$ cat src/rtl/hdr_tonemap.sv
// hdr_tonemap: maps Q4.4 log-radiance pixels through per-channel (min, gain)
// registers into RGB565. Frame statistics gathered on the fly drive a
// 12-cycle restoring division that refreshes min/gain between frames.
module hdr_tonemap (
  input  logic       clk,
  input  logic       rst,
  input  logic [7:0] lE_red,
  input  logic [7:0] lE_green,
  input  logic [7:0] lE_blue,
  input  logic       lE_valid,
  input  logic       frame_end,
  input  logic       clr_flags,
  input  logic       pix_ready,
  output logic [4:0] pix_red,
  output logic [5:0] pix_green,
  output logic [4:0] pix_blue,
  output logic       pix_valid,
  output logic       busy,
  output logic       overflow,
  output logic       frame_overrun
);
  typedef enum logic [1:0] {IDLE = 2'd0, CALC = 2'd1, LOAD = 2'd2} state_t;

  // 255 in Q8.4 terms: full-scale output range that gain stretches range_c onto
  localparam logic [11:0] DIVIDEND = 12'd4080;
  localparam logic [11:0] UNITY    = 12'd16;

  logic [7:0]  le_s [3];
  state_t      state_q, state_d;
  logic [3:0]  step_q, step_d;
  logic [7:0]  min_q [3], min_d [3], nmin_q [3], nmin_d [3];
  logic [7:0]  range_q [3], range_d [3], rem_q [3], rem_d [3];
  logic [7:0]  fmin_q [3], fmin_d [3], fmax_q [3], fmax_d [3];
  logic [11:0] gain_q [3], gain_d [3], quo_q [3], quo_d [3];
  logic [7:0]  d1_q [3], d1_d [3], m2_q [3], m2_d [3];
  logic [11:0] g1_q [3], g1_d [3];
  logic        v1_q, v1_d, v2_q, v2_d;
  logic [15:0] fifo_q [4], fifo_d [4];
  logic [1:0]  wp_q, wp_d, rp_q, rp_d;
  logic [2:0]  fcnt_q, fcnt_d;
  logic        overflow_q, overflow_d, overrun_q, overrun_d;
  logic [7:0]  cmin_s [3], cmax_s [3];
  logic [19:0] prod_s [3];
  logic [8:0]  trial_s [3], diff_s [3];
  logic [11:0] div_sh_s;
  logic        start_s, latch_s, rd_s, wr_s, drop_s;

  assign le_s[0] = lE_red;
  assign le_s[1] = lE_green;
  assign le_s[2] = lE_blue;
  assign start_s = lE_valid & frame_end;

  assign pix_red       = fifo_q[rp_q][15:11];
  assign pix_green     = fifo_q[rp_q][10:5];
  assign pix_blue      = fifo_q[rp_q][4:0];
  assign pix_valid     = (fcnt_q != 3'd0);
  assign busy          = (state_q == CALC);
  assign overflow      = overflow_q;
  assign frame_overrun = overrun_q;

  // Pixel path: subtract/clamp with a gain snapshot, then multiply/saturate
  always_comb begin
    v1_d = lE_valid;
    v2_d = v1_q;
    for (int c = 0; c < 3; c++) begin
      d1_d[c]   = (le_s[c] > min_q[c]) ? (le_s[c] - min_q[c]) : 8'd0;
      g1_d[c]   = gain_q[c];
      prod_s[c] = {12'd0, d1_q[c]} * {8'd0, g1_q[c]};
      m2_d[c]   = (prod_s[c][19:12] != 8'd0) ? 8'hFF : prod_s[c][11:4];
    end
  end

  // Output FIFO: a write at full only lands when a read frees the slot that edge
  always_comb begin
    fifo_d = fifo_q;
    rd_s   = (fcnt_q != 3'd0) && pix_ready;
    wr_s   = v2_q && ((fcnt_q != 3'd4) || rd_s);
    drop_s = v2_q && !wr_s;
    if (wr_s) begin
      fifo_d[wp_q] = {m2_q[0][7:3], m2_q[1][7:2], m2_q[2][7:3]};
    end else begin
      fifo_d[wp_q] = fifo_q[wp_q];
    end
    wp_d   = wp_q + {1'b0, wr_s};
    rp_d   = rp_q + {1'b0, rd_s};
    fcnt_d = fcnt_q + {2'b00, wr_s} - {2'b00, rd_s};
  end

  // Frame min/max trackers, including the frame_end pixel in the latched stats
  always_comb begin
    for (int c = 0; c < 3; c++) begin
      cmin_s[c] = (le_s[c] < fmin_q[c]) ? le_s[c] : fmin_q[c];
      cmax_s[c] = (le_s[c] > fmax_q[c]) ? le_s[c] : fmax_q[c];
      if (start_s) begin
        fmin_d[c] = 8'hFF;
        fmax_d[c] = 8'h00;
      end else if (lE_valid) begin
        fmin_d[c] = cmin_s[c];
        fmax_d[c] = cmax_s[c];
      end else begin
        fmin_d[c] = fmin_q[c];
        fmax_d[c] = fmax_q[c];
      end
    end
  end

  // Restoring divider step: next dividend bit shifted into the partial remainder
  always_comb begin
    div_sh_s = DIVIDEND << step_q;
    for (int c = 0; c < 3; c++) begin
      trial_s[c] = {rem_q[c], div_sh_s[11]};
      diff_s[c]  = trial_s[c] - {1'b0, range_q[c]};
    end
  end

  // Gain FSM; a frame_end on the LOAD edge starts the next calculation directly
  always_comb begin
    state_d = state_q;
    step_d  = step_q;
    latch_s = 1'b0;
    min_d   = min_q;
    gain_d  = gain_q;
    nmin_d  = nmin_q;
    range_d = range_q;
    rem_d   = rem_q;
    quo_d   = quo_q;
    case (state_q)
      IDLE: latch_s = start_s;
      CALC: begin
        for (int c = 0; c < 3; c++) begin
          if (trial_s[c] >= {1'b0, range_q[c]}) begin
            rem_d[c] = diff_s[c][7:0];
            quo_d[c] = {quo_q[c][10:0], 1'b1};
          end else begin
            rem_d[c] = trial_s[c][7:0];
            quo_d[c] = {quo_q[c][10:0], 1'b0};
          end
        end
        step_d  = step_q + 4'd1;
        state_d = (step_q == 4'd11) ? LOAD : CALC;
      end
      LOAD: begin
        for (int c = 0; c < 3; c++) begin
          min_d[c]  = nmin_q[c];
          gain_d[c] = (range_q[c] == 8'd0) ? UNITY : quo_q[c];
        end
        state_d = IDLE;
        latch_s = start_s;
      end
      default: state_d = IDLE;
    endcase
    state_d = latch_s ? CALC : state_d;
    step_d  = latch_s ? 4'd0 : step_d;
    for (int c = 0; c < 3; c++) begin
      range_d[c] = latch_s ? (cmax_s[c] - cmin_s[c]) : range_d[c];
      nmin_d[c]  = latch_s ? cmin_s[c] : nmin_d[c];
      rem_d[c]   = latch_s ? 8'd0 : rem_d[c];
      quo_d[c]   = latch_s ? 12'd0 : quo_d[c];
    end
  end

  // Sticky flags; a set event on the same edge as clr_flags wins
  always_comb begin
    overflow_d = drop_s ? 1'b1 : (clr_flags ? 1'b0 : overflow_q);
    overrun_d  = (start_s && (state_q == CALC)) ? 1'b1 : (clr_flags ? 1'b0 : overrun_q);
  end

  // State registers; reset restores identity mapping and empties the pipe
  always_ff @(posedge clk or posedge rst) begin
    if (rst) begin
      state_q    <= IDLE;
      step_q     <= 4'd0;
      v1_q       <= 1'b0;
      v2_q       <= 1'b0;
      wp_q       <= 2'd0;
      rp_q       <= 2'd0;
      fcnt_q     <= 3'd0;
      overflow_q <= 1'b0;
      overrun_q  <= 1'b0;
      for (int c = 0; c < 3; c++) begin
        min_q[c]   <= 8'd0;
        gain_q[c]  <= UNITY;
        nmin_q[c]  <= 8'd0;
        range_q[c] <= 8'd0;
        rem_q[c]   <= 8'd0;
        quo_q[c]   <= 12'd0;
        fmin_q[c]  <= 8'hFF;
        fmax_q[c]  <= 8'h00;
        d1_q[c]    <= 8'd0;
        g1_q[c]    <= UNITY;
        m2_q[c]    <= 8'd0;
      end
      for (int i = 0; i < 4; i++) begin
        fifo_q[i] <= 16'd0;
      end
    end else begin
      state_q    <= state_d;
      step_q     <= step_d;
      v1_q       <= v1_d;
      v2_q       <= v2_d;
      wp_q       <= wp_d;
      rp_q       <= rp_d;
      fcnt_q     <= fcnt_d;
      overflow_q <= overflow_d;
      overrun_q  <= overrun_d;
      min_q      <= min_d;
      gain_q     <= gain_d;
      nmin_q     <= nmin_d;
      range_q    <= range_d;
      rem_q      <= rem_d;
      quo_q      <= quo_d;
      fmin_q     <= fmin_d;
      fmax_q     <= fmax_d;
      d1_q       <= d1_d;
      g1_q       <= g1_d;
      m2_q       <= m2_d;
      fifo_q     <= fifo_d;
    end
  end
endmodule

$ cat config.mk
export PLATFORM = sky130hd
export DESIGN_NAME = hdr_tonemap
export DESIGN_NICKNAME = d
export VERILOG_FILES = /design/src/rtl/hdr_tonemap.sv
export SDC_FILE = /design/constraint.sdc
export NUM_CORES = 2
export LEC_CHECK = 0
export BUFFER_PORTS_ARGS = -buffer_cell sky130_fd_sc_hd__buf_2
export CAP_MARGIN = 25
export CORE_MARGIN = 1
export CORE_UTILIZATION = 70
export DETAILED_ROUTE_END_ITERATION = 6
export GPL_TIMING_DRIVEN = 0
export PLACE_DENSITY = 0.95
export SLEW_MARGIN = 25
export SYNTH_ARGS = -nofsm -noshare
export SYNTH_HDL_FRONTEND = slang
export SYNTH_SLANG_ARGS = --single-unit
$ cat constraint.sdc
create_clock -name clk -period 19.8 [get_ports clk]
set_input_delay 0.99 -clock clk [delete_from_list [all_inputs] [get_ports clk]]
set_output_delay 0.99 -clock clk [all_outputs]
set_load 0.01 [all_outputs]
# Word-level counts from Yosys, hierarchy flattened
# Cells that the tools add are included.
[word_totals]
output_inout_bits = 20
wordCells = 168
register_bits = 381
[op_classes]
n_eq_ne = 5
n_mux = 61
bitwise_logic = 3
n_addsub = 14
shifts = 1
magnitude_cmp = 15
mul = 3
reduce_logical = 20
[ops]
columns = ["op", "count"]
rows = [
  ["$mux 8", 30],
  ["$bwmux 64", 2],
  ["$mux 16", 5],
  ["$mux 12", 6],
  ["$sub 8x8->8", 9],
  ["$bmux 16 s2", 2],
  ["$mux 64", 1],
  ["$mul 8x12->20", 3],
  ["$gt 8x8->1", 6],
  ["$mux 36", 1],
  ["$demux 16 s2", 1],
  ["$ge 9x8->1", 3],
  ["$logic_not 8->1", 3],
  ["$lt 8x8->1", 3],
  ["$mux 24", 1],
  ["$reduce_bool 8->1", 3],
  ["$shl 12x4->12 const A", 1],
  ["$mux 4", 2],
  ["$reduce_bool 2->1", 4],
  ["$mux 1", 7],
  ["$ge 3x3->1 const B", 2],
  ["$not 2->3", 2],
  ["$logic_and 1x1->1", 5],
  ["$add 2x1->2", 2],
  ["other kinds (17)", 18],
]

# Depth between registers and ports, before layout
[depth]
ltp_word = 7
depth_mapped = 19

# Worst setup path before layout
# No wires, ideal clock.
[synth_path]
path_type = "flip-flop to flip-flop"
startpoint = "register d1_q[23] in the netlist's numbering"
endpoint = "register m2_q[22] in the netlist's numbering"
stages_incl_launch_ff = 19
required_time_ns = 19.666
setup_ns = 0.134
path_slack_ns = 14.812
arrival_time_ns = 4.854
cell_sequence = "dfrtp_1 > clkbuf_1 > nand2_1 > fa_1 > fa_1 > inv_1 > fa_1 > inv_1 > fa_1 > inv_1 > ha_1 > o21a_1 > o21a_1 > a31o_4 > a41o_1 > a311oi_2 > mux2i_1 > nor4_2 > nand2_1"
[synth_lines]
columns = ["element", "line_no", "source"]
rows = [
  ["from (decl)", "35", "logic [7:0] d1_q [3], d1_d [3], m2_q [3], m2_d [3];"],
  ["from (signal, indexed assignment)", "189", "d1_q[c] <= 8'd0;"],
  ["from (signal assigned)", "214", "d1_q <= d1_d;"],
  ["to (signal assigned)", "216", "m2_q <= m2_d;"],
  ["to (decl)", "35", ""],
]

==> qor.csv <==
stage,metric,value,unit
setup_path,Worst setup SP type,flip-flop,
synthesis,synth unique cells,74,
grt,GR Util All Layers,0.399,
outcome,status,completed,
timing,Final setup violation count,0,
timing,Setup WS post-layout,13.64,ns
timing,clk_skew,0.0313,ns
synthesis,Seq cells post-synth,373,
setup_path,Max stage delay on crit path,0.59,ns
layout,filler cell count,2065,
timing,Slew @ Worst Pin,1.01,ns
floorplan,die height,199,microns
clock_tree,clk slew on worst S/H paths,0.06,ns
synthesis,Main synth FF type,dfrtp_1,
synthesis,Post-synth EDFFs,0,
clock_tree,setup bufs post-CTS,0,
floorplan,Core Box Area,37900,sq um
timing,Max Clk Rate,162,MHz
floorplan,die width,199,microns
placement,Detail Placement HPWL,52.8,mm
synthesis,Synth Warn #,0,
placement,Post-Place Worst Slack,13.91,ns
floorplan,IO Count,50,
synthesis,cells after synthesis,2817,
detailed_routing,post-route ant nets,0,
synthesis,Mapped Area,27100,sq um
setup_path,Buf/Inv on CP,4,
power,Max VDD drop,0.112,mV
timing,post-route clock period utilization,0.311,
clock_tree,CTS max path bufs,3,
layout,cell area after layout,29600,sq um
setup_path,critical path type,flip-flop to flip-flop,
detailed_routing,drt via density,6.51,
detailed_routing,DRT iter0 DRCs,2426,
clock_tree,H-tree depth,2,
layout,final core utilization,0.780,
synthesis,Synth async-reset ratio,1.00,
placement,port bufs,49,
timing,"Hold Vio Cnt, Final",0,
timing,Final Slew Violations,0,
layout,Reg area,9370,sq um
placement,GPL Wtd Cong,0.936,
setup_path,crit-path most repeated cell,fa_1,
power,pwr dens,167,nW/um^2
setup_path,Crit path required time,20.16,ns
grt,initial antenna violation count,5,
layout,"most common cell after layout, fill and taps aside",nand2_1,
clock_tree,Clock Latency Late Sink,0.57,ns
synthesis,Synthesized Nets,3264,
setup_path,"Max FO, Critical Path",10,
timing,Tmin final,6.16,ns
timing,RSZ-0062 raised after global routing,false,
detailed_routing,Total Routed Length,75.6,mm
timing,max_slew headroom,0.324,
clock_tree,CTS tree,done,
grt,global-route wire length before repair,122,mm
clock_tree,CTS Buf Count,40,
clock_tree,cts hold-fix bufs,0,
setup_path,CP Data Arrival Time,6.52,ns
layout,synthesis-to-finish area growth,9.01,%
power,static leakage,14.4,nW
layout,share of cells above drive strength 1,0.0697,
clock_tree,Post-CTS Resized,0,
job,max-cap viol count,0,
layout,most frequent cells in the layout,"350 x nand2_1, 343 x dfrtp_1, 332 x inv_1",
clock_tree,CTS root buf,clkbuf_16,
synthesis,sequential share of the synthesized area,0.345,
detailed_routing,wire per inst,21.9,microns
floorplan,DIE AREA,39500,sq um
layout,multi-input logic area,16100,sq um
grt,vias in the first global route,24100,
synthesis,Mapped Avg Cell Area,9.63,sq um
detailed_routing,drt drc,0,
clock_tree,Sink Count,373,
layout,NumNets Final,3359,
setup_path,critical-path cell list,clkbuf_1 -> nand2_1 -> fa_1 -> fa_1 -> inv_1 -> fa_1 -> inv_1 -> fa_1 -> inv_1 -> ha_1 -> o21a_1 -> o21a_1 -> a31o_4 -> a41o_1 -> a311oi_2 -> mux2i_1 -> nor4_2 -> nand2_1,
setup_path,CP Capture Type,flip-flop,
placement,Post-Place Cell Area,28100,sq um
timing,Setup TNS,0,ns
detailed_routing,via count,22500,
hold_path,Worst Hold Class,flip-flop to flip-flop,
setup_path,slowest CP cell,nor4_2,
grt,largest net degree at the start of global routing,101,
setup_path,crit-path leading delay family,adder cells,
detailed_routing,Pre-Repair DR Iteration Count,6,
floorplan,Initial Util,0.715,
floorplan,row cnt,71,
grt,gr ovfl total,0,
==> sequential cells by signal, summed over array words and instances, names as in the netlist <==
name / flops
g1_d: 36
quo_q: 36
v1_q: 1
min_q: 24
wp_q: 2
step_q: 4
m2_q: 16
d1_q: 24
g1_q: 36
v2_q: 1
fmax_q: 24
fcnt_q: 3
fifo_q: 64
overflow: 1
state_q: 2
rem_q: 24
range_q: 24
frame_overrun: 1
fmin_q: 24
nmin_q: 24
rp_q: 2
==> power breakdown <==
group,switching (mW),internal [mW]
Combinational,1.63,1.07
Sequential,0.303,1.10
Clock,0.340,0.482
Total,2.28,2.65
==> per-stage QoR <==
step / power [mW] / hold WS (ns) / cells
4_1_cts: 4.83 / 0.356 / 3454
6_report: 4.93 / 0.354 / 3458
2_1_floorplan: 3.18 / 0.331 / 2817
3_3_place_gp: 3.70 / 0.338 / 3377
5_1_grt: 5.23 / 0.365 / 3457
3_5_place_dp: 3.92 / 0.343 / 3381
==> path summary, 6_finish.rpt <==
| path | cells after the start | slack [ns] | start | end |
|---|---|---|---|---|
| min | 0 | 0.35 | v1_q | v2_q |
| max reg2reg | 18 | 13.64 | d1_q[23] | m2_q[23] |
| min reg2reg | 0 | 0.35 | v1_q | v2_q |
| max in group asynchronous | 5 | 17.87 | rst | g1_q[16] |
| max | 18 | 13.64 | d1_q[23] | m2_q[23] |
| min in group asynchronous | 2 | 0.45 | rst | m2_q[19] |
==> metal layers <==
layer  wire [microns]  track usage
met1            25600        0.449
met2            36800        0.666
met3             7300       0.0916
met4             5900        0.290
met5                0            0
==> cells in the mapped netlist, types with 14 or more instances <==
master	count	area [sq um]
dfrtp_1	343	8580
nand2b_1	30	188
fa_1	187	3740
xnor2_1	51	447
nand2_1	350	1310
nor2_1	120	450
dfstp_2	30	788
o22ai_1	14	87.6
a21o_1	35	263
a21oi_1	128	641
nor3_1	17	85.1
nand3_1	33	165
ha_1	230	2880
o21ai_0	181	906
nor2b_1	26	163
mux4_2	32	721
clkbuf_1	97	364
a22o_1	35	307
xor2_1	24	210
nand4_1	31	194
o21ai_1	81	405
and2_1	205	1280
mux2i_1	58	581
inv_1	333	1250
==> logic make-up (layout without fill, tap and decap cells) <==
logic type               Yosys count  after routing  share of synthesized area
multiplexers                      95             95                     0.0500
flip-flops                       373            373                      0.345
AO/OA/AOI/OAI                    561            561                      0.123
XOR/XNOR                          75             75                     0.0242
other                              0              4                          0
AND/OR/NAND/NOR                  853            853                      0.152
adder cells (fa/ha/maj)          417            417                      0.244
buffers and inverters            443            569                     0.0614
==> cell type report <==
class	instances	area share
flip-flops and latches	373	0.317
multi-input cells	2001	0.544
repair buffers	53	0.0120
well taps	511	0.0216
clock inverters	25	0.0125
clock buffers	48	0.0359
plain buffers	109	0.0140
inverters	334	0.0426
diodes	4	0.000338
No activity file was read; power rests on OpenSTA's default activity.
